[src/rtl/lcd_pkg.sv]
// Shared state encoding, timing defaults and output decode for the LCD panel
// power sequencer.
package lcd_pkg;

   localparam int CNT_W   = 25;
   localparam int FRAME_W = 4;
   localparam int PWM_W   = 8;

   localparam int unsigned T_VDD_CYC_DEF     = 350000;
   localparam int unsigned T_BL_FRAMES_DEF   = 4;
   localparam int unsigned T_BLOFF_CYC_DEF   = 350000;
   localparam int unsigned T_LVDSOFF_CYC_DEF = 350000;
   localparam int unsigned T_REST_CYC_DEF    = 17500000;
   localparam int unsigned LOCK_TO_CYC_DEF   = 3500000;

   typedef enum logic [3:0] {
      S_OFF       = 4'd0,
      S_WAIT_LOCK = 4'd1,
      S_VDD_ON    = 4'd2,
      S_LVDS_ON   = 4'd3,
      S_RUN       = 4'd4,
      S_BL_OFF    = 4'd5,
      S_LVDS_OFF  = 4'd6,
      S_REST      = 4'd7,
      S_FAULT     = 4'd8
   } state_e;

   typedef struct packed {
      logic vdd_en;
      logic lvds_en;
      logic bl_en;
      logic ready;
      logic fault;
   } panel_out_t;

   function automatic panel_out_t state_outputs(input state_e s);
      panel_out_t o;
      o         = '0;
      o.vdd_en  = s inside {S_VDD_ON, S_LVDS_ON, S_RUN, S_BL_OFF, S_LVDS_OFF};
      o.lvds_en = s inside {S_LVDS_ON, S_RUN, S_BL_OFF};
      o.bl_en   = (s == S_RUN);
      o.ready   = (s == S_RUN);
      o.fault   = (s == S_FAULT);
      return o;
   endfunction

endpackage

[src/rtl/lcd_bl_pwm.sv]
// Backlight PWM: free-running 8-bit counter, duty level/256, level updated
// only at the period wrap so a mid-period change never produces a glitch.
module lcd_bl_pwm
   import lcd_pkg::*;
(
   input  logic             clk,
   input  logic             rst_n,
   input  logic             bl_en,
   input  logic [PWM_W-1:0] bl_level,
   output logic             bl_pwm
);

   logic [PWM_W-1:0] cnt_q, cnt_d;
   logic [PWM_W-1:0] level_q, level_d;

   always_comb begin
      cnt_d   = cnt_q + PWM_W'(1);
      level_d = (cnt_q == '1) ? bl_level : level_q;
   end

   // NOTE: sequential state uses non-blocking assignments only; the async
   // reset clears every flop so the output is low the instant rst_n falls.
   always_ff @(posedge clk or negedge rst_n) begin
      if (!rst_n) begin
         cnt_q   <= '0;
         level_q <= '0;
      end else begin
         cnt_q   <= cnt_d;
         level_q <= level_d;
      end
   end

   // Combinational from flops so bl_pwm is gated in the very cycle bl_en drops.
   assign bl_pwm = (cnt_q < level_q) & bl_en;

endmodule

[src/rtl/lcd_panel_seq.sv]
// LCD panel power sequencer: VDD -> LVDS -> backlight on, reverse order off,
// with lock supervision and a shared down-counter for every interval.
module lcd_panel_seq
   import lcd_pkg::*;
#(
   parameter int unsigned T_VDD_CYC     = T_VDD_CYC_DEF,
   parameter int unsigned T_BL_FRAMES   = T_BL_FRAMES_DEF,
   parameter int unsigned T_BLOFF_CYC   = T_BLOFF_CYC_DEF,
   parameter int unsigned T_LVDSOFF_CYC = T_LVDSOFF_CYC_DEF,
   parameter int unsigned T_REST_CYC    = T_REST_CYC_DEF,
   parameter int unsigned LOCK_TO_CYC   = LOCK_TO_CYC_DEF
) (
   input  logic             clk,
   input  logic             rst_n,
   input  logic             en,
   input  logic             pll_locked,
   input  logic             sds_locked,
   input  logic             frame_start,
   input  logic [PWM_W-1:0] bl_level,
   output logic             vdd_en,
   output logic             lvds_en,
   output logic             bl_en,
   output logic             bl_pwm,
   output logic             ready,
   output logic             fault,
   output logic [3:0]       state_o
);

   state_e               state_q, state_d;
   logic [CNT_W-1:0]     cnt_q, cnt_d;
   logic [FRAME_W-1:0]   frame_q, frame_d;
   logic                 fault_flag_q, fault_flag_d;
   panel_out_t           out_q, out_d;
   logic                 locks_ok;
   logic                 cnt_done;

   // Counter loads T-1 so a state lasts exactly T cycles including entry.
   function automatic logic [CNT_W-1:0] load_val(input state_e s);
      case (s)
         S_WAIT_LOCK: return CNT_W'(LOCK_TO_CYC - 1);
         S_VDD_ON:    return CNT_W'(T_VDD_CYC - 1);
         S_BL_OFF:    return CNT_W'(T_BLOFF_CYC - 1);
         S_LVDS_OFF:  return CNT_W'(T_LVDSOFF_CYC - 1);
         S_REST:      return CNT_W'(T_REST_CYC - 1);
         default:     return '0;
      endcase
   endfunction

   assign locks_ok = pll_locked & sds_locked;
   assign cnt_done = (cnt_q == '0);

   // NOTE: every variable written here is given a default first, so no path
   // leaves it unassigned and no latch is inferred.
   always_comb begin
      state_d      = state_q;
      fault_flag_d = fault_flag_q;

      case (state_q)
         S_OFF: if (en) state_d = S_WAIT_LOCK;
         S_WAIT_LOCK: begin
            if (!en)           state_d = S_OFF;
            else if (locks_ok) state_d = S_VDD_ON;
            else if (cnt_done) state_d = S_FAULT;
         end
         S_VDD_ON: begin
            if (!locks_ok) begin
               state_d      = S_LVDS_OFF;
               fault_flag_d = 1'b1;
            end else if (!en)  state_d = S_LVDS_OFF;
            else if (cnt_done) state_d = S_LVDS_ON;
         end
         S_LVDS_ON: begin
            if (!locks_ok) begin
               state_d      = S_BL_OFF;
               fault_flag_d = 1'b1;
            end else if (!en) state_d = S_BL_OFF;
            else if (frame_start && frame_q == FRAME_W'(T_BL_FRAMES - 1))
               state_d = S_RUN;
         end
         S_RUN: begin
            if (!locks_ok) begin
               state_d      = S_BL_OFF;
               fault_flag_d = 1'b1;
            end else if (!en) state_d = S_BL_OFF;
         end
         S_BL_OFF:   if (cnt_done) state_d = S_LVDS_OFF;
         S_LVDS_OFF: if (cnt_done) state_d = S_REST;
         S_REST:     if (cnt_done) state_d = fault_flag_q ? S_FAULT : S_OFF;
         S_FAULT: begin
            if (!en) begin
               state_d      = S_OFF;
               fault_flag_d = 1'b0;
            end
         end
         default: state_d = S_OFF;
      endcase

      if (state_d != state_q) cnt_d = load_val(state_d);
      else if (!cnt_done)     cnt_d = cnt_q - CNT_W'(1);
      else                    cnt_d = cnt_q;

      frame_d = frame_q;
      if (state_d == S_LVDS_ON && state_q != S_LVDS_ON) frame_d = '0;
      else if (state_q == S_LVDS_ON && frame_start)    frame_d = frame_q + FRAME_W'(1);

      // Outputs decoded from the next state so they switch on the same edge.
      out_d = state_outputs(state_d);
   end

   always_ff @(posedge clk or negedge rst_n) begin
      if (!rst_n) begin
         state_q      <= S_OFF;
         cnt_q        <= '0;
         frame_q      <= '0;
         fault_flag_q <= 1'b0;
         out_q        <= '0;
      end else begin
         state_q      <= state_d;
         cnt_q        <= cnt_d;
         frame_q      <= frame_d;
         fault_flag_q <= fault_flag_d;
         out_q        <= out_d;
      end
   end

   assign vdd_en  = out_q.vdd_en;
   assign lvds_en = out_q.lvds_en;
   assign bl_en   = out_q.bl_en;
   assign ready   = out_q.ready;
   assign fault   = out_q.fault;
   assign state_o = state_q;

   lcd_bl_pwm u_bl_pwm (
      .clk      (clk),
      .rst_n    (rst_n),
      .bl_en    (out_q.bl_en),
      .bl_level (bl_level),
      .bl_pwm   (bl_pwm)
   );

endmodule

[config.mk]
export PLATFORM = sky130hd
export DESIGN_NAME = lcd_panel_seq
export DESIGN_NICKNAME = d
export VERILOG_FILES = /design/src/rtl/lcd_pkg.sv /design/src/rtl/lcd_bl_pwm.sv /design/src/rtl/lcd_panel_seq.sv
export SDC_FILE = /design/constraint.sdc
export NUM_CORES = 1
export LEC_CHECK = 0
export CORE_ASPECT_RATIO = 1.1
export CORE_UTILIZATION = 50
export CTS_CLUSTER_SIZE = 14
export DETAILED_ROUTE_END_ITERATION = 12
export GPL_ROUTABILITY_DRIVEN = 1
export PLACE_DENSITY = 0.73
export SLEW_MARGIN = 20
export SYNTH_ARGS = -nofsm -noshare
export SYNTH_HDL_FRONTEND = slang
export SYNTH_HIERARCHICAL = 1
export SYNTH_SLANG_ARGS = --single-unit
[constraint.sdc]
create_clock -name clk -period 2.4 [get_ports clk]
set_input_delay 0.48 -clock clk [delete_from_list [all_inputs] [get_ports clk]]
set_output_delay 0.48 -clock clk [all_outputs]
set_load 0.01 [all_outputs]
-- Word-level counts from Yosys, hierarchy flattened
Cells that the tools add are included.
- register bits after elaboration: 54
- word-level logic and storage cells: 77
- add/sub/neg operators: 3
- order comparisons: 1
- eq/ne operators: 23
- muxes and demuxes: 26
- bitwise operators: 2
- reductions and logical operators: 12
- operator list (cell ; number):
    $mux W4 ; 19
    $pmux W25 S3 ; 1
    $mux W25 ; 2
    $pmux W4 S9 ; 1
    $eq A4 B3 Y1 const B ; 8
    $logic_not A25 Y1 ; 1
    $sub A25 B1 Y25 const B ; 1
    $eq A4 B2 Y1 const B ; 5
    $add A8 B1 Y8 const B ; 1
    $eq A4 B1 Y1 const B ; 2
    $eq A4 B4 Y1 const B ; 2
    $eq A8 B8 Y1 const B ; 1
    $lt A8 B8 Y1 ; 1
    $reduce_or A3 Y1 ; 2
    $reduce_bool A5 Y1 ; 1
    $add A4 B1 Y4 const B ; 1
    $logic_not A4 Y1 ; 1
    $ne A2 B2 Y1 const B ; 2
    $ne A4 B2 Y1 const B ; 1
    $ne A4 B4 Y1 ; 1
    $reduce_bool A2 Y1 ; 2
    $logic_and A1 B1 Y1 ; 3
    $reduce_and A3 Y1 ; 1
    $reduce_bool A3 Y1 ; 1
    other kinds (4) ; 6

-- Logic depth before layout (Yosys ltp)
Gate-level depths: netlist of run 1.
- word-level depth: 10
- mapped depth: 12
- depth with buffers taken out: 10

-- Hierarchy
Netlist of run 1, hierarchy kept.
- modules (own cells, without submodules) (module ; instances ; cells an instance ; area each (um^2) ; sequential area each (um^2)):
    lcd_panel_seq ; 1 ; 243 ; 2287.2 ; 950.9
    lcd_bl_pwm ; 1 ; 65 ; 798.3 ; 400.4

-- Worst setup path before layout of run 1
Ideal clock, no wire load.
- path kind: register to register
- start point: reg, netlist name cnt_q[0]
- end point: reg frame_q[1]
- library setup time: 0.120 ns
- data arrival time: 2.325 ns
- path slack: -0.044 ns
- stages on the path, launching flop included: 9
- cell sequence: dfrtp_1 -> inv_1 -> ha_1 -> nor3b_1 -> and3_1 -> and3_4 -> a311oi_4 -> or4_4 -> a31o_1
- RTL lines (item ; RTL line ; text):
    end signal, assigned ; lcd_panel_seq.sv:120 ; frame_q <= frame_d;
    end, declared ; lcd_panel_seq.sv:31 ; logic [FRAME_W-1:0] frame_q, frame_d;

==> results by group, run 1 <==
Status
  – Status: finished, violations left
  – Failing checks: setup timing

Synthesis
  – Yosys Warn Count: 6
  – Library cells used by synthesis: just over 60
  – Yosys reg bits: 54
  – Top FF cell, synth: dfrtp_1
  – Most numerous cell in the Yosys netlist: dfrtp_1
  – Most frequent cells after synthesis: 54 x dfrtp_1, 30 x nor2_1, 23 x nand2_1
  – Synth Net Count: 332
  – Syn Area/Cell: 10.0 µm²
  – Register area share after synthesis: between 40% and 50%
  – Synthesized area: around 0.003 mm²
  – Cells after Synth: 308
  – Post-synth EDFFs: 0
  – Top cell type by total area after synthesis: dfrtp_1
  – Top-area cell type share of the netlist area: 43.8%
  – Largest cells by area after synthesis: dfrtp_1 44%, xor2_1 5.1%, ha_1 4.1%, nor2_1 3.6%, mux2_2 2.9%
  – Async SR Flop Fraction: 100%

Die
  – # IOs: 24
  – FP Rows: 29
  – Chip Height: 84.4 µm
  – Core area: 0.00588 mm²
  – Initial core utilization: 52.5%
  – Horiz. Die Dim: 76.9 µm
  – Die area: 0.00649 mm²

Power and ir drop
  – Flop pwr share: between 40% and 50%
  – Int Pwr: 2.01 mW
  – Pleak: 1.91 nW
  – Net switching power: 1.17 mW
  – Gate power share: approximately 40%
  – Peak supply drop: roughly 0.48 mV
  – Clock Power Share: 17.0%
  – Pwr/cell area: 762 mW/mm²
  – Switching portion of total power: 36.8%
  – Pwr Total: 3.18 mW

Clock tree
  – Clk root buf: clkbuf_8
  – CTS clk-pin slew, worst paths: 0.11 ns
  – CTS tree: built
  – Clk buf depth: 2
  – TritonCTS sink count: 54
  – Cts bufs inserted: 5
  – Worst-Skew Late Latency: 0.32 ns
  – H-tree levels: 2
  – # hold bufs at CTS: 0

GRT
  – Initial antenna violation count: 0
  – First-pass GRT wire length: roughly 13,000 µm
  – Busiest layer in global routing: met2
  – Overflow after GRT: 0
  – M3 GR Usage: 4.67%
  – Met1 Usage GRT: between 20% and 30%
  – Met2 GRT Util: between 40% and 50%
  – All-layer global routing usage: 25.2%
  – Vias in the first global route: between 2,000 and 3,000
  – Pin count of the biggest net entering global routing: 33

STA
  – Final hold viol count: 0
  – Slew Limit Fails: 0
  – Clock Skew: 0.0105 ns
  – RSZ-0062 raised after global routing: yes
  – Fmax: between 400 and 500 MHz
  – Max-slew headroom: 64.0%
  – Final worst slack: -0.0355 ns
  – Final setup viols: 3
  – Worst Tran Pin Value: ~0.54 ns
  – Period utilisation layout: 101%
  – Total Neg Setup Slack: -0.0645 ns
  – Final min period: 2.44 ns

Worst setup path
  – CP max FO: 5
  – Worst setup SP type: flip-flop
  – Crit path kind: flip-flop to flip-flop
  – WP data arrival: 2.69 ns
  – Reg2Reg Setup Slack: -0.04 ns
  – WP data required: 2.66 ns
  – CP endpoint kind: flip-flop

Finish
  – Nets@finish: 414
  – Antenna cells: 0
  – Fillers: 417
  – Share of cells above drive strength 1: 35.0%
  – Area Overhead vs Synth: 35.1%

Place
  – Placer Congestion: 0.903
  – DP HPWL: 5500 µm
  – Worst slack, placed: -0.584 ns
  – Port bufs: 23

Route
  – # DRC: 0
  – Drt total wl: slightly below 8000 µm
  – Initial DRC count: 199
  – Pre-Repair DR Iteration Count: 5
  – Via count: about 2,700
  – Via density: 5.85
  – Antenna-violating nets left: 0
  – WL/cell: roughly 17 µm

Job
  – Max-cap violations: 0

Worst hold path
  – HP Class: primary input to async pin
==> critical path, cell delays in order (launching register included) <==
cell	delay (ns)
dfrtp_1	0.40
or3_4	0.41
and4bb_4	0.34
and2_4	0.19
buf_6	0.11
o221ai_4	0.11
nand3b_1	0.20
a21oi_2	0.24
buf_2	0.20
a211oi_1	0.07
nor2_1	0.11
==> path summary, 6_finish.rpt <==
| kind | end | cells after the start | start |
|---|---|---|---|
| min in group clk | u_bl_pwm/cnt_q[7] | 1 | u_bl_pwm/cnt_q[7] |
| max in group asynchronous | cnt_q[19] | 2 | rst_n |
| worst min-delay path | u_bl_pwm/level_q[0] | 1 | rst_n |
| worst max-delay path | cnt_q[10] | 10 | cnt_q[19] |
| worst min register to register | u_bl_pwm/cnt_q[7] | 1 | u_bl_pwm/cnt_q[7] |
| worst max register to register | cnt_q[10] | 10 | cnt_q[19] |
==> through the flow <==
| step | instance area [µm²] | std cells | hold WS [ns] | util [%] |
|---|---|---|---|---|
| floorplan | 3090 | 308 | 0.184 | - |
| global route | 4170 | 468 | 0.149 | 70.9 |
| CTS | 4030 | 463 | 0.137 | 68.6 |
| global placement | 3760 | 450 | 0.474 | 64.0 |
| detailed placement | 3760 | 450 | 0.495 | 64.0 |
| finish | 4170 | 468 | 0.122 | 70.9 |
==> power by group through the flow <==
stage / Combinational, mW / Sequential (mW) / Clock (mW)
after floorplan: 0.672 / 1.30 / 0
after global placement: 1.06 / 1.32 / 0
after detailed placement: 1.09 / 1.33 / 0
after CTS: 1.19 / 1.32 / 0.555
after global routing: 1.41 / 1.36 / 0.589
final: 1.29 / 1.34 / 0.540
==> sequential cells by signal (all words and copies together), names as in the netlist <==
name	cells
lvds_en	1
fault_flag_q	1
u_bl_pwm/cnt_q	8
state_o	4
cnt_q	25
u_bl_pwm/level_q	8
fault	1
vdd_en	1
ready	1
frame_q	4
==> layer usage <==
| metal | wire length [µm] | vias up | share of wire (%) |
|---|---|---|---|
| met4 | 140 | 0 | 1.8 |
| li1 | - | 1270 | - |
| met2 | 4150 | 98 | 53 |
| met5 | 0 | - | 0 |
| met1 | 3170 | 1353 | 40 |
| met3 | 433 | 16 | 5.5 |
==> logic make-up after synthesis <==
| group | Yosys count | share of synthesized area (%) |
|---|---|---|
| mux | 10 | 3.57 |
| flops | 54 | 43.8 |
| simple gates | 121 | 22.1 |
| xor+xnor | 27 | 7.66 |
| compound gates | 57 | 14.1 |
| buf+inv | 29 | 4.74 |
| fa+ha+maj | 10 | 4.06 |
==> cell type report <==
type                       instances  area [µm²]  share of cell area [%]
multi-input combinational        225        1800                    43.3
sequential                        54        1360                    32.5
timing repair buffer              88         756                    18.1
tap                               77        96.3                    2.31
clock buffer                       5        68.8                    1.65
inverter                          16        60.1                    1.44
clock inverter                     3        28.8                   0.690
==> placed cells by master (no fill, tap or decap), types with 4 or more instances in the layout <==
master / n
a211oi_1: 5
a21oi_1: 12
buf_4: 55
buf_6: 7
clkbuf_8: 5
clkdlybuf4s50_1: 17
dfrtp_1: 51
ha_1: 7
inv_1: 12
inv_2: 4
mux2_2: 8
nand2_1: 20
nand2b_1: 5
nand3_1: 12
nor2_1: 30
nor3_1: 9
nor4_1: 5
o21ai_0: 6
xnor2_1: 9
xor2_1: 18
==> timing repair <==
| item | in CTS | in global routing |
|---|---|---|
| setup buffers | 4 | 4 |
| pin swaps | 4 | 5 |
| gates resized for setup | 36 | 25 |
| cloned | 1 | 1 |
| endpoints found under the setup margin | 30 | 24 |
No activity file was read; power rests on OpenSTA's default activity.
==> run 2, diff against run 1 <==
--- a/config.mk
+++ b/config.mk
@@ -9,7 +9,7 @@
 export CORE_UTILIZATION = 50
 export CTS_CLUSTER_SIZE = 14
 export DETAILED_ROUTE_END_ITERATION = 12
-export GPL_ROUTABILITY_DRIVEN = 1
+export GPL_ROUTABILITY_DRIVEN = 0
 export PLACE_DENSITY = 0.73
 export SLEW_MARGIN = 20
 export SYNTH_ARGS = -nofsm -noshare
==> results of run 2 <==
The final DEF is identical to that of run 1; final timing and power are the same.
==> run 3, diff against run 2 <==
--- a/config.mk
+++ b/config.mk
@@ -5,6 +5,7 @@
 export SDC_FILE = /design/constraint.sdc
 export NUM_CORES = 1
 export LEC_CHECK = 0
+export CAP_MARGIN = 30
 export CORE_ASPECT_RATIO = 1.1
 export CORE_UTILIZATION = 50
 export CTS_CLUSTER_SIZE = 14
@@ -14,5 +15,4 @@
 export SLEW_MARGIN = 20
 export SYNTH_ARGS = -nofsm -noshare
 export SYNTH_HDL_FRONTEND = slang
-export SYNTH_HIERARCHICAL = 1
 export SYNTH_SLANG_ARGS = --single-unit
==> run 3 against run 2 <==
The flow still finishes with violations (setup timing). Area after synthesis fell by 0.24%. Non-clock buffer count is 13 higher. Final cell count rose by 5.6%. Largest power group unchanged. Critical endpoint is now bl_pwm. Core utilization increased by 3.9 points. Sequential share of layout area fell by 1.6 points. Fmax decreased by 9.4%. Largest cell class unchanged. Clock power is 0.9% higher. Clock skew is 0.0027 ns higher. First-iteration DRC count shrank 2.0%.
==> results by group, run 3 <==
Worst setup path
  – CP endpoint kind: primary output
  – WP data required: 1.92 ns
  – WP data arrival: 2.21 ns
  – CP max FO: 2
  – Reg2Reg Setup Slack: -0.29 ns
  – Crit path kind: flip-flop to primary output
  – Worst setup SP type: flip-flop

Status
  – Status: finished, violations left
  – Failing checks: setup timing

Finish
  – Area Overhead vs Synth: 42.0%
  – Antenna cells: 0
  – Commonest non-fill, non-tap cells in the layout: 55 x buf_4, 54 x dfrtp_1, 21 x nand2_1, 21 x clkdlybuf4s50_1, 19 x buf_6
  – Share of cells above drive strength 1: between 30% and 40%
  – Most common cell after layout, fill and taps aside: buf_4
  – Finished Layout Cells: 494
  – Regs by FF count: cnt_q x25, u_bl_pwm.cnt_q x8, u_bl_pwm.level_q x8
  – Top reg by flops: cnt_q
  – Nets@finish: 440
  – Fin util: about three quarters
  – Largest register FFs: 25

Route
  – Via count: 2,778
  – Antenna-violating nets left: 0
  – Via density: around 5.6
  – Drt total wl: 8060 µm
  – WL/cell: 16.3 µm
  – Initial DRC count: 195
  – Pre-Repair DR Iteration Count: 4
  – # DRC: 0

Synthesis
  – Register area share after synthesis: 43.9%
  – Simple-Gate Fraction of Synth Area: 22.2%
  – Yosys Warn Count: 0
  – Syn Area/Cell: 9.68 µm²
  – Async SR Flop Fraction: 100%
  – Library cells used by synthesis: 61
  – Synthesized area: 0.00308 mm²
  – Most numerous cell in the Yosys netlist: dfrtp_1
  – Yosys reg bits: between 50 and 60
  – Top FF cell, synth: dfrtp_1
  – Synth Area in Compound Gates: 17.6%
  – Post-synthesis xor/xnor area fraction: 7.68%
  – Top cell type by total area after synthesis: dfrtp_1
  – Most frequent cells after synthesis: 54 x dfrtp_1, 24 x nand2_1, 23 x nor2_1
  – Largest cells by area after synthesis: dfrtp_1 44%, xnor2_1 4.8%, ha_1 4.1%, o21ai_0 3.1%, nor3_1 2.9%
  – Cells after Synth: 318
  – Synth Net Count: between 300 and 400
  – Multiplexer share of the synthesized area: 1.02%
  – Post-synth EDFFs: 0
  – Adder-cell share of the synthesized area: between 4 and 5%
  – Largest family of logic cells by synthesized area: simple AND/OR/NAND/NOR gates
  – Top-area cell type share of the netlist area: 43.9%

GRT
  – Pin count of the biggest net entering global routing: 30
  – Initial antenna violation count: 0
  – All-layer global routing usage: between 20% and 30%
  – Vias in the first global route: 2,860
  – Overflow after GRT: 0
  – First-pass GRT wire length: ~13,000 µm

STA
  – Final min period: 2.69 ns
  – Max-slew headroom: about two thirds
  – Slew Limit Fails: 0
  – Period utilisation layout: 112%
  – Clock Skew: 0.0132 ns
  – Final worst slack: -0.289 ns
  – Worst Tran Pin Value: roughly 0.49 ns
  – RSZ-0062 raised after global routing: yes
  – Final hold viol count: 0
  – Worst hold margin: between 0.4 and 0.5 ns
  – Fmax: 372 MHz
  – Final setup viols: 31

Power and ir drop
  – Gate power share: 32.8%
  – Clock Power Share: a little over a fifth
  – Net switching power: 0.895 mW
  – Flop pwr share: 46.3%
  – Int Pwr: 1.72 mW
  – Pwr/cell area: 598 mW/mm²
  – Pleak: between 1.5 and 2 nW
  – Peak supply drop: slightly below 0.5 mV
  – Switching portion of total power: 34.2%

Die
  – Die area: 0.00647 mm²
  – FP Rows: 29
  – Horiz. Die Dim: 76.8 µm
  – Chip Height: 84.3 µm
  – Initial core utilization: 52.7%
  – Core area: 0.00584 mm²
  – # IOs: 24

Place
  – DP HPWL: 5290 µm
  – DP Cell Count: 472
  – Port bufs: 23

Job
  – Max-cap violations: 0

Clock tree
  – CTS clk-pin slew, worst paths: 0.11 ns
  – Worst-Skew Late Latency: 0.32 ns
  – Clk buf depth: 2
  – CTS tree: built
  – TritonCTS sink count: 54
  – Cts bufs inserted: 5
  – H-tree levels: 2
  – Clk root buf: clkbuf_8

Worst hold path
  – HP Class: flip-flop to flip-flop
## run 3: cell types whose count changed after synthesis, moves of 7 or more
| cell | delta |
|---|---|
| xor2_1 | -8 |
| xnor2_1 | +8 |
| a211oi_1 | -7 |
| nor2_1 | -7 |
| o21ai_0 | +11 |
| nor3_1 | +7 |
| mux2_2 | -7 |
| o21ai_2 | +9 |
## run 3: cell families (layout without fill, tap and decap cells)
logic type | after synthesis | after routing
xor+xnor | 27 | 27
buf+inv | 25 | 124
fa+ha+maj | 10 | 10
simple gates | 124 | 124
flops | 54 | 54
mux | 3 | 3
compound gates | 75 | 75
## run 3: worst paths after layout
check                                   to              start  depth (start not counted)
min in group asynchronous       state_o[3]              rst_n                          2
worst max register to register    cnt_q[9]          cnt_q[19]                          9
worst max-delay path                bl_pwm  u_bl_pwm.cnt_q[1]                          8
max in group asynchronous         cnt_q[3]              rst_n                          3
worst min register to register  frame_q[3]         frame_q[3]                          1
worst min-delay path            frame_q[3]         frame_q[3]                          1
## run 3: repair_timing
item | CTS | global route
endpoints found under the hold margin | 5 | 0
gates resized for setup | 45 | 30
hold buffers | 1 | 0
endpoints found under the setup margin | 31 | 34
buffers inserted | 8 | 8
pin swaps | 40 | 12
## run 3: cell type report
| class | instances | area, µm² |
|---|---|---|
| tap | 77 | 96.3 |
| inverter | 15 | 61.3 |
| fill | 376 | 1470 |
| clock inverter | 3 | 26.3 |
| multi-input combinational | 239 | 1840 |
| timing repair buffer | 101 | 927 |
| sequential | 54 | 1350 |
| clock buffer | 5 | 68.8 |
## run 3: power groups by stage
stage	sequential, mW	clock [mW]	combinational, mW
finish	1.21	0.545	0.858
global route	1.24	0.584	0.947
CTS	1.20	0.566	0.799
detailed placement	1.21	0	0.764
global placement	1.21	0	0.739
floorplan	1.20	0	0.465
## run 3: metal layers
metal	GRT usage, %	wire (µm)	part of all wire (%)	vias up
li1	-	-	-	1342
met5	0	0	0	-
met2	46.1	4160	52	73
met3	4.13	254	3.2	22
met1	31.4	3420	42	1341
met4	11.4	234	2.9	0
## run 3: worst max-delay path: stages, from the launching register on
cell       delay (ns)
dfrtp_1          0.40
ha_1             0.29
a21o_1           0.18
a21o_1           0.15
a21o_1           0.15
a21o_1           0.18
a2111oi_4        0.29
or2_4            0.17
buf_6            0.09
## run 3: per-stage QoR
step / power [mW] / TNS (ns) / setup slack [ns] / area [µm²]
final: 2.61 / -5.43 / -0.289 / 4370
after global routing: 2.77 / -7.35 / -0.409 / 4370
after CTS: 2.57 / -5.31 / -0.305 / 4190
after detailed placement: 1.98 / -4.90 / -0.434 / 3840
after global placement: 1.95 / -4.08 / -0.410 / 3840
after floorplan: 1.67 / -1.97 / -0.134 / 3080
